===== config.mk =====
export PLATFORM = sky130hd
export DESIGN_NAME = spi_slave
export DESIGN_NICKNAME = d
export VERILOG_FILES = /design/src/rtl/spi_slave.sv
export SDC_FILE = /design/constraint.sdc
export NUM_CORES = 1
export LEC_CHECK = 0
export BUFFER_PORTS_ARGS = -buffer_cell sky130_fd_sc_hd__buf_2
export CAP_MARGIN = 15
export CORE_ASPECT_RATIO = 0.5
export CORE_MARGIN = 4
export CORE_UTILIZATION = 55
export DETAILED_ROUTE_END_ITERATION = 6
export PLACE_DENSITY = 0.8
export SYNTH_ARGS = -nofsm -noshare
export SYNTH_HDL_FRONTEND = slang
export SYNTH_SLANG_ARGS = --single-unit

===== constraint.sdc =====
create_clock -name CLK -period 2.5 [get_ports CLK]
set_clock_uncertainty 0.2 [all_clocks]
set_input_delay 0.25 -clock CLK [delete_from_list [all_inputs] [get_ports CLK]]
set_output_delay 0.25 -clock CLK [all_outputs]
set_load 0.05 [all_outputs]

===== src/rtl/spi_slave.sv =====
// SPI mode-0 slave. SCLK/CS_N/MOSI are synchronized into the CLK domain. Received
// MSB-first words go to R_DATA. Transmit words come from a one-entry holding register.
module spi_slave #(
    parameter int DATA_WIDTH  = 8,
    parameter int SYNC_STAGES = 2
) (
    input  logic                  CLK,
    input  logic                  RST,
    input  logic                  SCLK,
    input  logic                  CS_N,
    input  logic                  MOSI,
    output logic                  MISO,
    output logic                  MISO_OE,
    input  logic                  W_STB,
    input  logic [DATA_WIDTH-1:0] W_DATA,
    output logic                  W_READY,
    output logic                  R_STB,
    output logic [DATA_WIDTH-1:0] R_DATA,
    output logic                  TX_UNDERRUN
);
    localparam int CW = $clog2(DATA_WIDTH);

    typedef enum logic {IDLE, ACTIVE} state_t;

    state_t                  r_state, w_next_state;
    logic [SYNC_STAGES-1:0]  r_sclk_sync, r_cs_sync, r_mosi_sync;
    logic                    r_sclk_d;
    logic [CW-1:0]           r_bit_cnt;
    logic [DATA_WIDTH-1:0]   r_rx_shift, r_tx_shift, r_hold, r_rdata;
    logic                    r_hold_valid, r_boundary, r_rstb, r_underrun;

    logic                    w_sclk, w_cs_n, w_mosi, w_sclk_rise, w_sclk_fall;
    logic                    w_rx_shift, w_word_done, w_tx_load, w_tx_shift, w_accept;
    logic [DATA_WIDTH-1:0]   w_rx_next;

    // NOTE: the pins are asynchronous to CLK; nothing below may look at them directly.
    always_ff @(posedge CLK or posedge RST) begin
        if (RST) begin
            r_sclk_sync <= '0;
            r_cs_sync   <= '1;
            r_mosi_sync <= '0;
            r_sclk_d    <= 1'b0;
        end else begin
            r_sclk_sync <= {r_sclk_sync[SYNC_STAGES-2:0], SCLK};
            r_cs_sync   <= {r_cs_sync[SYNC_STAGES-2:0], CS_N};
            r_mosi_sync <= {r_mosi_sync[SYNC_STAGES-2:0], MOSI};
            r_sclk_d    <= w_sclk;
        end
    end

    assign w_sclk      = r_sclk_sync[SYNC_STAGES-1];
    assign w_cs_n      = r_cs_sync[SYNC_STAGES-1];
    assign w_mosi      = r_mosi_sync[SYNC_STAGES-1];
    assign w_sclk_rise = w_sclk & ~r_sclk_d;
    assign w_sclk_fall = ~w_sclk & r_sclk_d;
    assign w_rx_next   = {r_rx_shift[DATA_WIDTH-2:0], w_mosi};
    assign w_accept    = W_STB & ~r_hold_valid;

    always_ff @(posedge CLK or posedge RST) begin
        if (RST) r_state <= IDLE;
        else     r_state <= w_next_state;
    end

    // NOTE: every output of this block gets a default first, so no latches are inferred.
    always_comb begin
        w_next_state = r_state;
        w_rx_shift   = 1'b0;
        w_word_done  = 1'b0;
        w_tx_load    = 1'b0;
        w_tx_shift   = 1'b0;
        case (r_state)
            IDLE: begin
                if (!w_cs_n) begin
                    w_next_state = ACTIVE;
                    w_tx_load    = 1'b1;
                end
            end
            ACTIVE: begin
                if (w_cs_n) begin
                    w_next_state = IDLE;
                end else begin
                    w_rx_shift  = w_sclk_rise;
                    w_word_done = w_sclk_rise && (r_bit_cnt == CW'(DATA_WIDTH-1));
                    w_tx_load   = w_sclk_fall && r_boundary;
                    w_tx_shift  = w_sclk_fall && !r_boundary;
                end
            end
            default: w_next_state = IDLE;
        endcase
    end

    always_ff @(posedge CLK or posedge RST) begin
        if (RST) begin
            r_bit_cnt    <= '0;
            r_rx_shift   <= '0;
            r_tx_shift   <= '1;
            r_hold       <= '0;
            r_hold_valid <= 1'b0;
            r_boundary   <= 1'b0;
            r_rdata      <= '0;
            r_rstb       <= 1'b0;
            r_underrun   <= 1'b0;
        end else begin
            r_rstb     <= w_word_done;
            r_underrun <= w_tx_load && !r_hold_valid;

            // An abandoned partial word simply never reaches R_DATA.
            if (r_state == IDLE) begin
                r_bit_cnt  <= '0;
                r_boundary <= 1'b0;
            end else if (w_rx_shift) begin
                r_rx_shift <= w_rx_next;
                if (w_word_done) begin
                    r_rdata    <= w_rx_next;
                    r_bit_cnt  <= '0;
                    r_boundary <= 1'b1;
                end else begin
                    r_bit_cnt <= r_bit_cnt + 1'b1;
                end
            end

            if (w_tx_load) begin
                r_tx_shift   <= r_hold_valid ? r_hold : '1;
                r_hold_valid <= 1'b0;
                r_boundary   <= 1'b0;
            end else if (w_tx_shift) begin
                r_tx_shift <= {r_tx_shift[DATA_WIDTH-2:0], 1'b1};
            end

            // A write accepted during an underrun load refills the now-empty register.
            if (w_accept) begin
                r_hold       <= W_DATA;
                r_hold_valid <= 1'b1;
            end
        end
    end

    assign MISO        = r_tx_shift[DATA_WIDTH-1];
    assign MISO_OE     = ~w_cs_n;
    assign W_READY     = ~r_hold_valid;
    assign R_STB       = r_rstb;
    assign R_DATA      = r_rdata;
    assign TX_UNDERRUN = r_underrun;

endmodule


==> out/results.ini <==
[setup_path]
slowest_delay_ps = 400
crit_chain = ha_1, ha_1, nand3b_1, nor3b_1, buf_4, mux2_2
worstPathRequired_ps = 2480
crit_type = register to register
crit_family = flip-flops
critPathMaxFanout = 9
crit_path_end_kind = register
crit_arrival_ps = 1980
timing.critical_path.buf_inv = 1
rrSetupSlack_ps = 510
crit_slowest_cell = dfrtp_1
path_common_cell = ha_1
start_kind = register
reg2regPathDepth = 6
worst-path-stages = 6

[synth]
netlist-cell-type-count = 21
syn_avg_cell_area_um2 = 14.51
synth_top_cell_by_area = dfrtp_1
yosys_warnings = 0
ys_seq_area_frac = 0.6217
syn_inst = 129
synth_fp_nets = 145
synth_top_cell_area_share = 0.4813
netlist_area_mm2 = 0.001872
synthTopCellsByArea = dfrtp_1 48%, mux2_2 18%, dfstp_2 14%
synth-seq-cells = 46

[clock_tree]
root_buffer = clkbuf_8
cts_resized = 0
clock_sinks = 46
post_cts_buffers = 0
htreeDepth = 2
numCtsBuffers = 5
cts_buffer_depth = 2
insertion_delay_ps = 290
postCtsHoldBufs = 11
cts.clk_slew.worst_paths_ps = 90
cts_tree = yes

[run]
drv_cap = 0

[global_routing]
grt_pass1_vias = 1240
grt_max_degree = 26
grt_pass1_wl_mm = 5.692
gr-total-overflow = 0
grt_util_all_layers = 0.1640
antenna_found_initial = 0

[sta]
fin_crit_sh = 0.7974
maxSlewViolCount = 0
maxSlewHeadroom = 0.4413
setup_viol = 0
tns_ps = 0
worst_pin_slew_ps = 832.8
finalHoldViolCount = 0
clock.fmax_mhz = 501.7
layout_setup_ws_ps = 506.6
period_needed_ps = 1993
rsz0062_at_grt = false

[floorplanning]
ioPinCount = 27
start_util = 0.5970
die_h_um = 49.25
dieWidth_um = 90.50
rows = 14
core_area_mm2 = 0.003136
die-area_mm2 = 0.004457

[route]
postRouteWirelength_mm = 3.244
antenna_left = 0
vias = 1095
wl_per_cell_um = 15.16
dr.pass1.iters = 4
drt_iter0_markers = 18
drc_errors = 0
viasPerCell = 5.117

[hold_path]
hold_class = primary input to register
hold_depth = 3

[layout]
final_area_mm2 = 0.002265
area_growth_pct = 20.99
layout_commonest_cell = dfrtp_1
drive_gt1_frac = 0.4655
multi_input_area_um2 = 649.4
layout_common_cells = 36 x dfrtp_1, 30 x mux2_2, 26 x buf_2
diodes = 0
nets = 189
fillCellCount = 220
seq_area_mm2 = 0.001164

[pwr]
peakVddDrop_mv = 0.3504
powerDensity_mw_per_mm2 = 780.5
leakagePower_nw = 1.091

[placed_design]
io_buffer_count = 26
pre_cts_slack_ps = 537.6
gp_congestion = 0.7056
dp.final_hpwl_mm = 2.173
place_area_mm2 = 0.002061

[run_status]
outcome = complete, no violations

-- synth_stat cells --
cell / number
clkbuf_1: 2
and3_1: 1
dfstp_2: 10
buf_2: 2
nor3b_1: 2
mux2i_1: 9
inv_1: 8
a31oi_1: 1
a21boi_0: 2
dfrtp_1: 36
nand3b_1: 4
nor2b_1: 4
nand2b_1: 9
o221ai_1: 1
buf_6: 1
ha_1: 2
a21oi_2: 1
mux2_2: 30
nor2_1: 2
a21oi_1: 1
and4bb_2: 1
-- where the power goes --
group | switching (W) | internal (W) | leakage, nW
logic | 0.000145 | 0.000167 | 0.481
registers | 0.0000791 | 0.000918 | 0.565
clock network | 0.000258 | 0.000202 | 0.0447
-- worst min-delay path: stages --
cell,delay (ps)
buf_2,100
nor2_1,80
a31oi_1,40
-- kinds of logic (layout without fill, tap and decap cells) --
| group | Yosys count | in the layout | synth area share |
|---|---|---|---|
| multiplexers | 39 | 39 | 0.2286 |
| adder cells (fa/ha/maj) | 2 | 2 | 0.01337 |
| buffers and inverters | 13 | 58 | 0.03142 |
| AND/OR/NAND/NOR | 23 | 23 | 0.08155 |
| AO/OA/AOI/OAI | 6 | 6 | 0.02339 |
| flip-flops | 46 | 46 | 0.6217 |
-- per-layer routing --
layer | up-vias | routed length, um | global-route usage
met5 | - | 0 | 0
li1 | 528 | - | -
met2 | 19 | 1707 | 0.3006
met1 | 548 | 1401 | 0.1873
met3 | 0 | 135 | 0.04931
met4 | 0 | 0 | 0.04569
-- registers in the layout (all words and copies together), names as in the netlist, 2 cells and up --
register and flops:
R_DATA 8, r_hold 8, r_tx_shift 8, r_rx_shift 7, r_bit_cnt 3, r_cs_sync 2, r_mosi_sync 2, r_sclk_sync 2
-- stage by stage --
step / util / power (W) / hold slack [ps] / cells
final: 0.7223 / 0.001768 / 14.74 / 214
after global routing: 0.7223 / 0.001876 / 4.888 / 214
after CTS: 0.7223 / 0.001788 / 8.490 / 214
after detailed placement: 0.6572 / 0.001307 / 145.5 / 195
after global placement: 0.6572 / 0.001285 / 133.2 / 195
after floorplan: - / 0.001226 / 54.48 / 129
-- worst paths after layout --
path,start,endpoint
setup / recovery,r_bit_cnt[0],R_DATA[6]
hold / removal,W_STB,r_hold_valid
setup reg to reg,r_bit_cnt[0],R_DATA[6]
hold reg to reg,r_cs_sync[0],r_cs_sync[1]
max in group asynchronous,RST,r_tx_shift[5]
min in group asynchronous,RST,R_DATA[7]
-- cell type report --
type                            instances  share of cell area
Sequential cell                        46              0.5138
Multi-Input combinational cell         70              0.2867
Timing Repair Buffer                   42              0.1227
Clock buffer                            5             0.03039
Tap cell                               40             0.02210
Inverter                                8             0.01326
Clock inverter                          3             0.01105
No activity file was read; power rests on OpenSTA's default activity.
